[config.mk]
export PLATFORM = sky130hd
export DESIGN_NAME = i2s_audio_tx
export DESIGN_NICKNAME = d
export VERILOG_FILES = /design/src/rtl/i2s_audio_tx.sv
export SDC_FILE = /design/constraint.sdc
export NUM_CORES = 1
export LEC_CHECK = 0
export CORE_MARGIN = 2
export CORE_UTILIZATION = 60
export CTS_CLUSTER_DIAMETER = 40
export DETAILED_ROUTE_END_ITERATION = 7
export GPL_TIMING_DRIVEN = 0
export PLACE_DENSITY_LB_ADDON = 0.08
export SLEW_MARGIN = 10
export SYNTH_ARGS = -nofsm -noshare
export SYNTH_HDL_FRONTEND = slang
export SYNTH_SLANG_ARGS = --single-unit
[constraint.sdc]
create_clock -name clk -period 6.2 [get_ports clk]
set_input_delay 0.62 -clock clk [delete_from_list [all_inputs] [get_ports clk]]
set_output_delay 0.62 -clock clk [all_outputs]
set_load 0.03 [all_outputs]
[src/rtl/i2s_audio_tx.sv]
// i2s_audio_tx: I2S transmitter with fractional-accumulator MCLK and a stereo sample FIFO
module i2s_audio_tx #(
  parameter int ACC_INC             = 245760,
  parameter int ACC_MOD             = 742500,
  parameter int SAMPLE_WIDTH        = 16,
  parameter int FIFO_DEPTH          = 4,
  parameter int REPEAT_ON_UNDERFLOW = 0
) (
  input  logic                          clk,
  input  logic                          reset_n,
  input  logic [SAMPLE_WIDTH-1:0]       sample_l,
  input  logic [SAMPLE_WIDTH-1:0]       sample_r,
  input  logic                          sample_valid,
  output logic                          sample_ready,
  input  logic                          mono,
  input  logic                          mute,
  input  logic                          underflow_clr,
  output logic                          underflow,
  output logic [$clog2(FIFO_DEPTH):0]   fifo_level,
  output logic                          audio_mclk,
  output logic                          audio_lrck,
  output logic                          audio_dac
);
  localparam int AW = $clog2(ACC_MOD + ACC_INC);
  localparam int PW = $clog2(FIFO_DEPTH);
  localparam int LW = PW + 1;
  localparam int SW = SAMPLE_WIDTH;
  localparam logic [AW-1:0] INC = AW'(ACC_INC);
  localparam logic [AW-1:0] MOD = AW'(ACC_MOD);
  logic [AW-1:0] acc_q, acc_d;
  logic mclk_q, mclk_d, lrck_q, lrck_d, dac_q, dac_d, uf_q, uf_d, rdy_q, rdy_d;
  logic [1:0] div_q, div_d;
  logic [4:0] slot_q, slot_d;
  logic [31:0] shreg_q, shreg_d, hold_q, hold_d, word_l, word_r;
  logic [SW-1:0] last_l_q, last_l_d, last_r_q, last_r_d, src_l, src_r;
  logic [LW-1:0] lvl_q, lvl_d;
  logic [PW-1:0] wp_q, wp_d, rp_q, rp_d;
  logic [SW-1:0] mem_l [FIFO_DEPTH];
  logic [SW-1:0] mem_r [FIFO_DEPTH];
  logic wrap, mclk_rise, sclk_fall, slot_end, left_load, empty, pop, push;
  assign wrap      = acc_q >= MOD;
  assign mclk_rise = wrap && !mclk_q;
  assign sclk_fall = mclk_rise && div_q == 2'd3;
  assign slot_end  = sclk_fall && slot_q == 5'd31;
  assign left_load = slot_end && lrck_q;
  assign empty     = lvl_q == '0;
  assign pop       = left_load && !empty;
  assign push      = sample_valid && rdy_q;
  // on underflow the pair comes from zeros or the last popped pair; mono/mute apply either way
  assign src_l  = pop ? mem_l[rp_q] : (REPEAT_ON_UNDERFLOW != 0 ? last_l_q : '0);
  assign src_r  = pop ? mem_r[rp_q] : (REPEAT_ON_UNDERFLOW != 0 ? last_r_q : '0);
  assign word_l = mute ? '0 : {src_l, {(32-SW){1'b0}}};
  assign word_r = mute ? '0 : {mono ? src_l : src_r, {(32-SW){1'b0}}};
  always_comb begin
    acc_d    = wrap ? acc_q - MOD + INC : acc_q + INC;
    mclk_d   = mclk_q ^ wrap;
    div_d    = div_q + 2'(mclk_rise);
    slot_d   = slot_q + 5'(sclk_fall);
    lrck_d   = lrck_q ^ slot_end;
    dac_d    = sclk_fall ? shreg_q[31] : dac_q;
    shreg_d  = slot_end ? (lrck_q ? word_l : hold_q)
             : (sclk_fall && int'(slot_q) < SW) ? {shreg_q[30:0], 1'b0} : shreg_q;
    hold_d   = left_load ? word_r : hold_q;
    last_l_d = pop ? mem_l[rp_q] : last_l_q;
    last_r_d = pop ? mem_r[rp_q] : last_r_q;
    uf_d     = (left_load && empty) || (uf_q && !underflow_clr);
    lvl_d    = lvl_q + LW'(push) - LW'(pop);
    rdy_d    = lvl_d < LW'(FIFO_DEPTH);
    wp_d     = wp_q + PW'(push);
    rp_d     = rp_q + PW'(pop);
  end
  always_ff @(posedge clk or negedge reset_n) begin
    if (!reset_n) begin
      acc_q    <= '0;
      mclk_q   <= 1'b0;
      div_q    <= '0;
      slot_q   <= '0;
      lrck_q   <= 1'b0;
      dac_q    <= 1'b0;
      shreg_q  <= '0;
      hold_q   <= '0;
      last_l_q <= '0;
      last_r_q <= '0;
      uf_q     <= 1'b0;
      rdy_q    <= 1'b0;
      lvl_q    <= '0;
      wp_q     <= '0;
      rp_q     <= '0;
    end else begin
      acc_q    <= acc_d;
      mclk_q   <= mclk_d;
      div_q    <= div_d;
      slot_q   <= slot_d;
      lrck_q   <= lrck_d;
      dac_q    <= dac_d;
      shreg_q  <= shreg_d;
      hold_q   <= hold_d;
      last_l_q <= last_l_d;
      last_r_q <= last_r_d;
      uf_q     <= uf_d;
      rdy_q    <= rdy_d;
      lvl_q    <= lvl_d;
      wp_q     <= wp_d;
      rp_q     <= rp_d;
    end
  end
  always_ff @(posedge clk) begin
    if (push) begin
      mem_l[wp_q] <= sample_l;
      mem_r[wp_q] <= sample_r;
    end
  end
  assign sample_ready = rdy_q;
  assign underflow    = uf_q;
  assign fifo_level   = lvl_q;
  assign audio_mclk   = mclk_q;
  assign audio_lrck   = lrck_q;
  assign audio_dac    = dac_q;
endmodule

# Word-level counts from Yosys, hierarchy flattened
# Memory sizes are Yosys's and may differ from the RTL's.
# Index checks and enable logic that the tools add are counted.
# totals
reg_bits	103
latch_bits	0
mem_bits_rw	128
romBits	0
inputBits	38
output_inout_bits	8
elab_cells	57
memories	2
# classes
n_addsub	9
mul	0
div	0
magnitude_cmp	3
eq_ne	2
shift	0
n_mux	11
n_bitwise	2
n_reduce_logical	15
# mem_list
memory	depth	width	rd	rd_ports_with_merged_regs	wr	line	text
mem_l	4	16	1	0	1	38	logic [SW-1:0] mem_l [FIFO_DEPTH];
mem_r	4	16	1	0	1	39	logic [SW-1:0] mem_r [FIFO_DEPTH];
# op_table
cell	n
32-bit two-way mux	5
16-bit two-way mux	3
20-bit by 18-bit adder with 20-bit output, second input constant	2
20-bit greater-or-equal comparator, second input constant	1
20-bit two-way mux	1
20-bit subtractor, second input constant	1
1-bit logical AND	9
2-bit by 1-bit adder with 2-bit output	3
5-bit by 1-bit adder with 5-bit output	1
5-bit equality test, second input constant	1
5-bit < comparator, second input constant	1
3-bit by 1-bit adder with 3-bit output	1
1-bit logical NOT	3
3-bit logical NOT	1
3-bit < comparator, second input constant	1
3-bit by 1-bit subtractor with 3-bit output	1
2-bit equality test, second input constant	1
1-bit two-way mux	2
2-bit nonzero test	1
1-bit bitwise XOR	2
1-bit logical OR	1

# Longest topological paths before layout
# logic_depth
depth_word	10
ltp_mapped	24
depth_no_buf	21

# Worst setup path after synthesis
# No wires, ideal clock.
# synth_path
kind	flip-flop to flip-flop
start	register acc_q[2]
end	register lvl_q[2] (netlist: fifo_level[2])
setup_time_ns	0.121
arrival_ns	4.035
setup_slack_ns	2.043
path_stages_with_launch	25
n_path_buf	3
period_less_slack_ns	4.157
path_cell_list	dfrtp_1 inv_1 ha_1 nand2b_1 a311oi_2 nor2_1 o31a_1 buf_6 buf_6 ha_1 nand3_1 nor2_1 nand2_1 inv_1 ha_1 clkbuf_1 nand2b_1 inv_1 ha_1 inv_1 ha_1 fa_1 xnor2_1 xnor2_1 inv_1
# synth_via
elab_chain_cells	7
# synth_lines
item	line	text
start: declaration	30	logic [AW-1:0] acc_q, acc_d;
start signal: assignment	74	acc_q <= '0;
start signal: assignment	90	acc_q <= acc_d;
20-bit greater-or-equal comparator	41	assign wrap = acc_q >= MOD;
net wrap	40	logic wrap, mclk_rise, sclk_fall, slot_end, left_load, empty, pop, push;
1-bit logical AND	42	assign mclk_rise = wrap && !mclk_q;
1-bit logical AND	43	assign sclk_fall = mclk_rise && div_q == 2'd3;
1-bit logical AND	44	assign slot_end = sclk_fall && slot_q == 5'd31;
1-bit logical AND	45	assign left_load = slot_end && lrck_q;
net left_load	40	
1-bit logical AND	47	assign pop = left_load && !empty;
3-bit by 1-bit subtractor with 3-bit output	67	lvl_d = lvl_q + LW'(push) - LW'(pop);
net lvl_d[2]	36	logic [LW-1:0] lvl_q, lvl_d;
end signal: assignment	102	lvl_q <= lvl_d;
end: declaration	36	
# The timed path passes the listed nets, and every way through them passes these cells.
# A chain may end at the register's enable or synchronous reset.

# Worst setup path after layout
# Ends and elaborated chain as after synthesis.

==> results.ini <==
[die]
initial_core_util=0.610
die_h_um=120
die_area_sq_mm=0.0143
die_x_um=120
core_area_sq_mm=0.0131
rows=42
ioPinCount=46

[sta]
finalSetupViolCount=0
hold_viol=0
clock_skew_ns=0.00869
period_needed_ns=4.75
rsz0062_at_grt=no
report.final.slew_viol_count=0
setup_tns_ns=0
slew-limit-headroom=0.462
fmax_mhz=210
worst_slew_pin_slew_ns=0.803
min_period_over_period=0.766

[synthesis]
yosys_most_used_dff=edfxtp_1
syn_inst=495
yosys-top-cells-area=edfxtp_1 (48%), dfrtp_1 (22%), mux4_2 (9.0%)
yosysSeqAreaShare=0.696
avgSynthCellArea_sq_um=16.2
synth_common_cells=edfxtp_1 (128), dfrtp_1 (69), inv_1 (35), mux4_2 (32), nor2_1 (26)
synth_top_area_frac=0.480
synth_largest_area_cell=edfxtp_1
ys_warn_count=0
ys_seq_elements=197
synth_nets=549
synth_area_sq_mm=0.00801
ys_types=42
synth_edf_count=128
synthArstFlopShare=0.350
yosysMostFrequentCell=edfxtp_1

[place]
place_area_sq_mm=0.00883
dp_hpwl_um=9910
gp_congestion=0.831
portBuffers=44

[detailed_routing]
routed_wl_um=14300
via_per_inst=5.74
routedWlPerCell_um=18.8
dr.pass1.iters=6
drc_errors=0
vias=4353
drtIter0Drc=321
drtAntennaViolNets=0

[clocking]
clk_latency_ns=0.43
ctsResizeCount=0
post_cts_buffers=0
cts_root_buf=clkbuf_16
cts_tree=yes
numClockSinks=197
cts_buffers=17
hold_buffers=0
clk_pin_slew_ns=0.07
cts-htree-levels=4
cts.path.max_buffers=2

[setup_path]
required_ns=6.51
cpMaxStageDelayCell=dfrtp_1
worst_setup_path_end_kind=flip-flop
path_max_fanout=10
startpoint_type=flip-flop
path_cells=inv_1, ha_1, nand2b_1, a311oi_2, nor2_1, o31a_1, buf_6, buf_6, ha_1, nand3_1, nor2_1, nand2_1, inv_1, ha_1, clkbuf_1, nand2b_1, inv_1, ha_1, inv_1, ha_1, fa_1, xnor2_1, xnor2_1, inv_1
critPathArrivalTime_ns=5.07
crit_path_max_incr_delay_ns=0.43
r2r_slack_ns=1.45
crit_type=reg -> reg

[global_routing]
grt_overflow=0
grt_pass1_vias=4579
grt_max_degree=59
antenna_found_initial=0
grtUsageTotal=0.220
grt_pass1_wl_um=23600

[run]
maxCapViolCount=0

[cells_and_area]
num-nets-final=624
num-fill-cells=869
drive_gt1_frac=0.149
antennaDiodeCount=0
layout.cell_area.non_filler_sq_mm=0.00942
area_delta_synth_final_pct=17.6

[outcome]
status=finished clean

[power_and_ir_drop]
leakage_nw=3.60
vdd_ir_drop_max_v=0.000261
p_per_area_mw_per_mm2=270

[min_path]
hold_class=in -> async

-- worst max-delay path: cells and delay by family, from the launching register on --
family          cells  cell delay (ns)
flops               1             0.43
simple gates        6             0.85
fa+ha+maj           6             1.41
xor+xnor            2             0.35
compound gates      2             0.67
buf+inv             8             0.93
-- area by class of cell --
cell class / instances / area [sq um] / area share
Inverter: 35 / 131 / 0.0139
Timing Repair Buffer: 56 / 587 / 0.0623
Sequential cell: 197 / 5570 / 0.591
Clock buffer: 23 / 468 / 0.0497
Tap cell: 176 / 220 / 0.0234
Multi-Input combinational cell: 240 / 2220 / 0.235
Clock inverter: 9 / 121 / 0.0129
Buffer: 23 / 105 / 0.0112
-- report_power, final --
| group | internal (mW) | switching [mW] |
|---|---|---|
| Combinational | 0.0251 | 0.0230 |
| Sequential | 1.40 | 0.0000000000000000147 |
| Clock | 0.624 | 0.466 |
| Total | 2.05 | 0.489 |
-- routing by layer --
layer / vias up / track usage / wire length [um]
li1: 2031 / - / -
met1: 2220 / 0.294 / 6260
met4: 0 / 0.0610 / 142
met3: 11 / 0.0575 / 570
met5: - / 0 / 0
met2: 91 / 0.365 / 7280
-- kinds of logic (layout without fill, tap and decap cells) --
logic type / Yosys count / in the layout / share of synthesized area
AOI/OAI and AO/OA: 84 / 84 / 0.0689
adders and majority gates: 16 / 16 / 0.0259
xor gates and xnor gates: 24 / 24 / 0.0262
buffers and inverters: 58 / 146 / 0.0295
DFF: 197 / 197 / 0.696
and+or+nand+nor: 64 / 64 / 0.0387
muxes: 52 / 52 / 0.115
-- cells in the final DEF (no fill, tap or decap), types with 12 or more instances in the layout --
cell type,instances
clkbuf_16,17
clkbuf_1,20
nor2_1,26
a31oi_1,15
inv_1,35
o22ai_1,16
xnor2_1,19
mux2i_1,19
dfrtp_1,69
mux4_2,32
edfxtp_1,128
a22oi_1,16
clkdlybuf4s50_1,43
o21ai_0,24
nand2_1,12
ha_1,15
-- final timing paths --
kind,start,to,cells after the start
min reg2reg,div_q[1],div_q[1],1
max,acc_q[2],fifo_level[2],24
max reg2reg,acc_q[2],fifo_level[2],24
min in group clk,div_q[1],div_q[1],1
max in group asynchronous,reset_n,hold_q[26],2
min,reset_n,underflow,1
-- flip-flops by register name, summed over array words and instances, names as in the netlist --
| signal | flops |
|---|---|
| mem_l | 64 |
| mem_r | 64 |
| acc_q | 18 |
| hold_q | 16 |
| shreg_q | 16 |
| slot_q | 5 |
| fifo_level | 3 |
| div_q | 2 |
| rp_q | 2 |
| wp_q | 2 |
| audio_dac | 1 |
| audio_lrck | 1 |
| audio_mclk | 1 |
| sample_ready | 1 |
| underflow | 1 |
-- metrics by stage --
| stage | power, mW | setup WS [ns] | hold slack [ns] | std cells | util |
|---|---|---|---|---|---|
| final | 2.54 | 1.45 | 0.0332 | 759 | 0.717 |
| after floorplan | 1.43 | 2.04 | 0.324 | 495 | - |
| after CTS | 2.56 | 1.40 | 0.0251 | 759 | 0.717 |
| after global placement | 1.47 | 0.278 | 0.455 | 715 | 0.660 |
| after detailed placement | 1.48 | 1.44 | 0.468 | 727 | 0.672 |
| after global routing | 2.62 | 1.01 | 0.0219 | 759 | 0.717 |
No activity file was read; power rests on OpenSTA's default activity.
